**src/rtl/perceptron_mac.sv**
```systemverilog
// perceptron_mac
// ----------------------------------------------------------------------------
// Sequential multiply-accumulate stage for one perceptron. An operation starts
// by loading the bias (aligned to the product scale) into a wide accumulator.
// It then accepts NINPUTS signed fixed-point (x, w) pairs over a valid/ready
// stream and adds each full-precision product to the accumulator. Finally it
// emits the weighted sum with a one-cycle out_valid strobe. out_data feeds the
// neuron output register's data input and out_valid feeds its enable.
//
// Optional feature macro: PERCEPTRON_MAC_SAT_EN
//   defined     : result clamped to the signed DWIDTH range, sat flags a clamp
//   not defined : result is the low DWIDTH bits (wrap-around), sat tied to 0
//
// Parameters:
//   DWIDTH  - width of x, w, bias and result (signed two's complement)
//   FRAC    - fractional bits of the Q(DWIDTH-FRAC).FRAC format
//   NINPUTS - number of (x, w) pairs per operation (>= 1)
//
// Ports:
//   clk       in   clock, all state changes on the rising edge
//   reset     in   synchronous, active-high reset
//   start     in   begin an operation (only looked at while idle)
//   bias      in   bias value, captured on the edge that accepts start
//   in_valid  in   in_x / in_w hold a valid pair
//   in_ready  out  stage accepts a pair this cycle
//   in_x      in   neuron input
//   in_w      in   weight
//   out_data  out  result, held until the next result
//   out_valid out  one-cycle strobe marking a new result
//   busy      out  high whenever an operation is in progress
//   sat       out  current out_data was clamped
// ----------------------------------------------------------------------------
module perceptron_mac #(
    parameter int DWIDTH  = 32,
    parameter int FRAC    = 16,
    parameter int NINPUTS = 4
) (
    input  logic              clk,
    input  logic              reset,
    input  logic              start,
    input  logic [DWIDTH-1:0] bias,
    input  logic              in_valid,
    output logic              in_ready,
    input  logic [DWIDTH-1:0] in_x,
    input  logic [DWIDTH-1:0] in_w,
    output logic [DWIDTH-1:0] out_data,
    output logic              out_valid,
    output logic              busy,
    output logic              sat
);

    localparam int PW   = 2 * DWIDTH;
    localparam int ACCW = 2 * DWIDTH + $clog2(NINPUTS) + 1;
    localparam int CW   = $clog2(NINPUTS + 1);

    typedef enum logic [1:0] {
        IDLE,
        ACC,
        DRAIN,
        DONE
    } state_t;

    state_t                  state;
    state_t                  state_next;
    logic [CW-1:0]           beat_cnt;
    logic signed [PW-1:0]    prod;
    logic                    prod_valid;
    logic signed [ACCW-1:0]  acc;
    logic signed [ACCW-1:0]  shifted;
    logic [DWIDTH-1:0]       result;
    logic                    result_sat;
    logic                    beat;
    logic                    last_beat;

    // A beat is a pair transferred on this edge; the last one is the beat
    // that brings the count up to NINPUTS.
    assign beat      = in_valid & in_ready;
    assign last_beat = beat && (beat_cnt == CW'(NINPUTS - 1));

    // Next-state and handshake decode. in_ready and busy come straight from
    // the state so they are low out of reset without extra registers.
    always_comb begin
        state_next = state;
        in_ready   = 1'b0;
        busy       = 1'b1;
        case (state)
            IDLE: begin
                busy = 1'b0;
                if (start) begin
                    state_next = ACC;
                end
            end
            ACC: begin
                in_ready = 1'b1;
                if (last_beat) begin
                    state_next = DRAIN;
                end
            end
            DRAIN: begin
                state_next = DONE;
            end
            DONE: begin
                state_next = IDLE;
            end
            default: begin
                state_next = IDLE;
            end
        endcase
    end

    // State register.
    always_ff @(posedge clk) begin
        if (reset) begin
            state <= IDLE;
        end else begin
            state <= state_next;
        end
    end

    // Datapath: one product register stage, then the accumulator. The bias is
    // shifted up by FRAC so it sits on the same scale as the Q.2FRAC products.
    // prod_valid follows the beat by one edge, so the last product lands
    // during DRAIN without any special casing.
    always_ff @(posedge clk) begin
        if (reset) begin
            prod       <= '0;
            prod_valid <= 1'b0;
            beat_cnt   <= '0;
            acc        <= '0;
        end else begin
            prod_valid <= beat;
            if (beat) begin
                prod     <= $signed(in_x) * $signed(in_w);
                beat_cnt <= beat_cnt + CW'(1);
            end
            if (state == IDLE && start) begin
                acc      <= {{(ACCW - DWIDTH){bias[DWIDTH-1]}}, bias} << FRAC;
                beat_cnt <= '0;
            end else if (prod_valid) begin
                acc <= acc + {{(ACCW - PW){prod[PW-1]}}, prod};
            end
        end
    end

    // Rescale back to the input format. The arithmetic shift floors toward
    // minus infinity, which is what dropping the low fractional bits gives.
    assign shifted = acc >>> FRAC;

`ifdef PERCEPTRON_MAC_SAT_EN
    // The value fits in DWIDTH bits only when every bit from the result sign
    // bit upward is a copy of the same value; otherwise clamp by sign.
    always_comb begin
        result     = shifted[DWIDTH-1:0];
        result_sat = 1'b0;
        if (!((&shifted[ACCW-1:DWIDTH-1]) || !(|shifted[ACCW-1:DWIDTH-1]))) begin
            result_sat = 1'b1;
            if (shifted[ACCW-1]) begin
                result = {1'b1, {(DWIDTH - 1){1'b0}}};
            end else begin
                result = {1'b0, {(DWIDTH - 1){1'b1}}};
            end
        end
    end
`else
    // Wrap-around build: keep only the low DWIDTH bits of the rescaled sum.
    logic unused_upper;
    assign unused_upper = ^shifted[ACCW-1:DWIDTH];

    always_comb begin
        result     = shifted[DWIDTH-1:0];
        result_sat = 1'b0;
    end
`endif

    // Output register: captured once per operation in DONE, so out_data and
    // sat hold between results and out_valid is a single-cycle strobe.
    always_ff @(posedge clk) begin
        if (reset) begin
            out_data  <= '0;
            out_valid <= 1'b0;
            sat       <= 1'b0;
        end else begin
            out_valid <= 1'b0;
            if (state == DONE) begin
                out_data  <= result;
                sat       <= result_sat;
                out_valid <= 1'b1;
            end
        end
    end

endmodule

```
**config.mk**
```make
export PLATFORM = sky130hd
export DESIGN_NAME = perceptron_mac
export DESIGN_NICKNAME = d
export VERILOG_FILES = /design/src/rtl/perceptron_mac.sv
export SDC_FILE = /design/constraint.sdc
export NUM_CORES = 2
export LEC_CHECK = 0
export BUFFER_PORTS_ARGS = -buffer_cell sky130_fd_sc_hd__buf_4
export CORE_MARGIN = 2
export CORE_UTILIZATION = 60
export CTS_CLUSTER_SIZE = 40
export DETAILED_ROUTE_END_ITERATION = 6
export GPL_TIMING_DRIVEN = 1
export HOLD_SLACK_MARGIN = 0.03
export PLACE_DENSITY = 0.81
export SLEW_MARGIN = 20
export SYNTH_ARGS = -nofsm -noshare
export SYNTH_HDL_FRONTEND = slang
export SYNTH_SLANG_ARGS = --single-unit
export TNS_END_PERCENT = 10
```
**constraint.sdc**
```tcl
create_clock -name clk -period 10.35 [get_ports clk]
set_input_delay 3.105 -clock clk [delete_from_list [all_inputs] [get_ports clk]]
set_output_delay 3.105 -clock clk [all_outputs]
set_load 0.05 [all_outputs]
```
==> results.env <==
STATUS='complete, but fails checks'
FAILED_CHECKS='DRC'
VIAS_POST_DR=27710
FIRST_PASS_GRT_WIRE_LENGTH_MM=154.4
REQUIRED_NS=10.67
CPMOSTUSEDCELL='sky130_fd_sc_hd__fa_1'
FINALSETUPVIOLATIONS=0
TOTALWIRELENGTH_MM=91.66
DR.PASS1.ITERS=7
PORTION_OF_THE_CLOCK_CYCLE_CONSUMED_BY_THE_WORST_PATH_IN_THE_FINAL_LAYOUT_PCT=96.76
MAXSLEWVIOLCOUNT=0
REGTOREGENDPOINT='acc[46]'
FLOW.AREA_GROWTH_FROM_SYNTHESIS_PCT=7.068
REPORT.FINAL.HOLD_VIOL_COUNT=0
FINCLKSKEW_NS=0.01113
MIN_DELAY_PATH_DEPTH=2
CLK-INSERTION-DELAY-LATE_NS=0.43
FMAXACHIEVABLE_MHz=99.85
SYNTH_TOP_CELL_BY_AREA='sky130_fd_sc_hd__fa_1'
CRIT_PATH_MAX_FANOUT=21
COREAREA_SQ_UM=60250
CTS_SETUP_BUFFERS=0
NETLIST.AREA_LEADER.SHARE_PCT=46.04
ARRIVAL_TIME_AT_THE_WORST_ENDPOINT_NS=10.33
NUMPORTBUFFERS=134
FLOORPLAN.DIE.HEIGHT_UM=250.7
WORST-R2R-CELL-COUNT=13
CLK_PIN_SLEW_WORST_PATHS_NS=0.06
NUMBER_OF_H_TREE_LEVELS=4
FINAL.HOLD.WORST_SLACK_NS=0.4581
PLACE_WS_NS=-0.01390
SYNTHESIS.INSTANCES=4063
ANTENNA_VIOLATING_NETS_POST_ROUTE=0
HOLD_PATH_STARTPOINT='prod[35]'
FINALCRITICALPERIOD_NS=10.02
CORE.ROWCOUNT=90
DRT-WIRELENGTH-PER-CELL_UM=18.73
DRT_FIRST_ITER_VIOLATIONS=1678
SYN-CELL-AREA_SQ_UM=36520
ROUTE.DETAILED.VIAS_PER_INST=5.664
CTSLONGESTPATHBUFFERS=2
WORSTSETUPPATHTYPE='in2reg'
GRT_UTIL_ALL_LAYERS_PCT=31.13
SYNTH_TOP_FLOP_CELL='sky130_fd_sc_hd__dfxtp_1'
CRIT-REG2REG-LAUNCH='prod[0]'
FIN_TNS_SETUP_NS=0
SYNTHARSTFLOPSHARE_PCT=0
DRV_CAP=0
RSZ0062_AT_GRT='no'
SETUP.REG_TO_REG.WORST_SLACK_NS=6.75
CTS_TREE='built'
MAXUSEDROUTINGLAYER='met5'
SYNTH.LIB_CELLS_USED.DISTINCT=72
POST_SYNTH_MAIN_AREA_CONTRIBUTORS='sky130_fd_sc_hd__fa_1 (46%), sky130_fd_sc_hd__inv_1 (8.3%), sky130_fd_sc_hd__ha_1 (7.6%), sky130_fd_sc_hd__dfxtp_1 (7.4%), sky130_fd_sc_hd__and2_1 (7.2%)'
CTS_RESIZED=0
FLOORPLAN.DIE_AREA_SQ_UM=62860
FINALWORSTSETUPSLACK_NS=0.3349
NUMCTSBUFFERS=17
YS_WARN_COUNT=0
SYNTH_EDF_COUNT=0
INITIAL_UTILIZATION_PCT=60.62
CTS_SINK_COUNT=135
MAX_SLEW_MARGIN_PCT=31.59
POST_ROUTE_CELLS_DRIVE_ABOVE_1_SHARE_PCT=6.891
WORST_SLEW_PIN_SLEW_NS=1.026
WORST_SETUP_PATH_END_KIND='flip-flop'
NFILLCELLS=4780
SYNTH.YOSYS.SEQ_AREA_SHARE_PCT=7.400
ROUTE.MET3.WL_MM=5.086
CTS-HOLD-FIX-BUFFERS=0
TIMING.CRITICAL_PATH.MAX_DELAY_FAMILY='adder cells'
GRT_START_MAX_NET_PINS=60
SYNTH.FF_LATCH_COUNT=135
CRITPATHLAUNCHTYPE='input pin'
NNETSFINAL=5255
SYNTH_FP_NETS=5224
ROUTABILITYCONGESTION=0.9290
PLACE.DETAILED.HPWL_MM=75.24
WORST_PATH_MAX_DELAY_CELL='sky130_fd_sc_hd__fa_1'
CRITICAL_PATH.N_BUFFERS_INVERTERS=6
CLOCKROOTBUFFER='sky130_fd_sc_hd__clkbuf_16'
MET2ROUTEDLENGTH_MM=46.87
MIN_DELAY_WORST_ENDPOINT='prod[35]'
POST_SYNTH.CELL_AREA_AVG_SQ_UM=8.989
ROUTEDLENGTHMET1_MM=33.07
IOS=136
VIAS_IN_THE_FIRST_GLOBAL_ROUTE=30680
GRT_ANTENNA_BEFORE_REPAIR=5
HOLD_PATH_CLASS='reg2reg'
ROUTE.DETAILED.DRC=5
TOTAL_OVERFLOW_REPORTED_BY_THE_GLOBAL_ROUTER=0
CPPEAKSTAGEDELAY_NS=0.58
CHIPWIDTH_UM=250.7
==> through the flow <==
| stage | instances | util [%] | cell area, sq um |
|---|---|---|---|
| floorplan | 4063 | - | 36520 |
| global placement | 4857 | 63.83 | 38460 |
| detailed placement | 4857 | 63.83 | 38460 |
| CTS | 4889 | 64.89 | 39090 |
| global route | 4893 | 64.91 | 39100 |
| finish | 4893 | 64.91 | 39100 |
==> placed cells by master (no fill, tap or decap), types with 7 or more instances in the layout <==
master / Yosys / final
sky130_fd_sc_hd__o21a_1: 11 / 11
sky130_fd_sc_hd__o21bai_1: 13 / 13
sky130_fd_sc_hd__buf_4: 7 / 230
sky130_fd_sc_hd__a211oi_1: 34 / 34
sky130_fd_sc_hd__xnor2_1: 91 / 91
sky130_fd_sc_hd__inv_1: 803 / 803
sky130_fd_sc_hd__dfxtp_1: 135 / 134
sky130_fd_sc_hd__mux2i_1: 69 / 69
sky130_fd_sc_hd__nor2b_1: 20 / 20
sky130_fd_sc_hd__ha_1: 221 / 220
sky130_fd_sc_hd__nor3b_1: 8 / 8
sky130_fd_sc_hd__nor3_1: 22 / 22
sky130_fd_sc_hd__nor4b_1: 7 / 7
sky130_fd_sc_hd__nand2b_1: 18 / 18
sky130_fd_sc_hd__and2_1: 420 / 419
sky130_fd_sc_hd__nand2_1: 596 / 595
sky130_fd_sc_hd__clkbuf_16: 0 / 17
sky130_fd_sc_hd__a21oi_1: 136 / 136
sky130_fd_sc_hd__nand4_1: 10 / 10
sky130_fd_sc_hd__and3_1: 10 / 10
sky130_fd_sc_hd__nor2_1: 116 / 116
sky130_fd_sc_hd__fa_1: 840 / 840
sky130_fd_sc_hd__buf_12: 0 / 7
sky130_fd_sc_hd__o21ai_1: 7 / 7
sky130_fd_sc_hd__a21o_1: 44 / 44
sky130_fd_sc_hd__a31oi_1: 19 / 19
sky130_fd_sc_hd__o21ai_0: 62 / 62
sky130_fd_sc_hd__xor2_1: 31 / 31
sky130_fd_sc_hd__nand3_1: 21 / 21
==> Yosys cell counts, types with 3 or more instances <==
master and number:
sky130_fd_sc_hd__o21ai_0 62, sky130_fd_sc_hd__o22ai_1 6, sky130_fd_sc_hd__nor3_1 22, sky130_fd_sc_hd__o21a_1 11
sky130_fd_sc_hd__a211o_1 5, sky130_fd_sc_hd__a31oi_1 19, sky130_fd_sc_hd__nand3_1 21, sky130_fd_sc_hd__o21bai_1 13
sky130_fd_sc_hd__xor2_1 31, sky130_fd_sc_hd__a41oi_1 3, sky130_fd_sc_hd__buf_6 4, sky130_fd_sc_hd__and2_1 420
sky130_fd_sc_hd__fa_1 840, sky130_fd_sc_hd__a21o_1 44, sky130_fd_sc_hd__a211oi_1 34, sky130_fd_sc_hd__nor2_1 116
sky130_fd_sc_hd__nor2b_1 20, sky130_fd_sc_hd__ha_1 221, sky130_fd_sc_hd__clkbuf_1 198, sky130_fd_sc_hd__o211ai_1 6
sky130_fd_sc_hd__dfxtp_1 135, sky130_fd_sc_hd__buf_2 4, sky130_fd_sc_hd__nor4_1 3, sky130_fd_sc_hd__nand2_1 596
sky130_fd_sc_hd__buf_4 7, sky130_fd_sc_hd__or3_1 5, sky130_fd_sc_hd__nand2b_1 18, sky130_fd_sc_hd__inv_1 803
sky130_fd_sc_hd__xnor2_1 91, sky130_fd_sc_hd__buf_1 10, sky130_fd_sc_hd__nand4_1 10, sky130_fd_sc_hd__o21ai_1 7
sky130_fd_sc_hd__nor4b_1 7, sky130_fd_sc_hd__mux2i_1 69, sky130_fd_sc_hd__a21oi_1 136, sky130_fd_sc_hd__a22o_1 3
sky130_fd_sc_hd__nor3b_1 8, sky130_fd_sc_hd__and3_1 10, sky130_fd_sc_hd__o31ai_1 6
==> metal layers <==
layer | GRT usage [%] | vias to the layer above
met4 | 19.52 | 2
met1 | 36.49 | 14010
met3 | 3.367 | 353
met2 | 54.87 | 1127
met5 | 0 | -
li1 | - | 12220
==> sequential cells by signal, summed over array words and instances (netlist names) <==
register,count
acc,48
beat_cnt,3
out_data,32
out_valid,1
prod,48
prod_valid,1
state,2
==> cell families (layout without fill, tap and decap cells) <==
| logic type | Yosys count | count (layout) | synth area share [%] |
|---|---|---|---|
| and+or+nand+nor | 1269 | 1269 | 16.93 |
| adders and majority gates | 1061 | 1061 | 53.62 |
| buffers and inverters | 1029 | 1073 | 10.77 |
| AOI/OAI and AO/OA | 377 | 377 | 6.455 |
| DFF | 135 | 135 | 7.400 |
| xor gates and xnor gates | 122 | 122 | 2.926 |
| muxes | 69 | 69 | 1.891 |
| other | 1 | 5 | 0.01027 |
==> worst max-delay path by stage <==
stage          startpoint        to  slack (ns)  cells past startpoint
4_1_cts           in_w[2]  prod[44]        0.43                     26
3_5_place_dp      in_w[2]  prod[44]       -0.01                     26
6_report          in_w[2]  prod[44]        0.33                     26
5_1_grt           in_w[2]  prod[36]        0.05                     27
3_3_place_gp      in_x[9]  prod[36]        0.15                     26
2_1_floorplan    in_x[18]  prod[46]        0.36                     25
==> worst register-to-register path: stages, from the launching register on <==
cell	delay, ns
sky130_fd_sc_hd__dfxtp_1	0.35
sky130_fd_sc_hd__ha_1	0.23
sky130_fd_sc_hd__inv_1	0.07
sky130_fd_sc_hd__fa_1	0.43
sky130_fd_sc_hd__nand2b_1	0.20
sky130_fd_sc_hd__a21oi_1	0.30
sky130_fd_sc_hd__o21ai_1	0.15
sky130_fd_sc_hd__nand4_1	0.17
sky130_fd_sc_hd__a31oi_2	0.20
sky130_fd_sc_hd__or4_4	0.61
sky130_fd_sc_hd__a311oi_4	0.34
sky130_fd_sc_hd__nor4b_1	0.09
sky130_fd_sc_hd__nor3_1	0.20
sky130_fd_sc_hd__o22ai_1	0.10
==> layout make-up <==
cell class | instances | area, sq um | area share [%]
Sequential cell | 135 | 2704 | 6.915
Antenna cell | 4 | 10.01 | 0.02560
Inverter | 804 | 3018 | 7.718
Multi-Input combinational cell | 2899 | 29890 | 76.44
Tap cell | 782 | 978.4 | 2.502
Clock inverter | 13 | 192.7 | 0.4928
Timing Repair Buffer | 237 | 1867 | 4.774
Clock buffer | 19 | 442.9 | 1.133
Power is left out: the tool's default activity adds up to more than one toggle a clock period on the data nets, which glitch-free logic cannot reach.
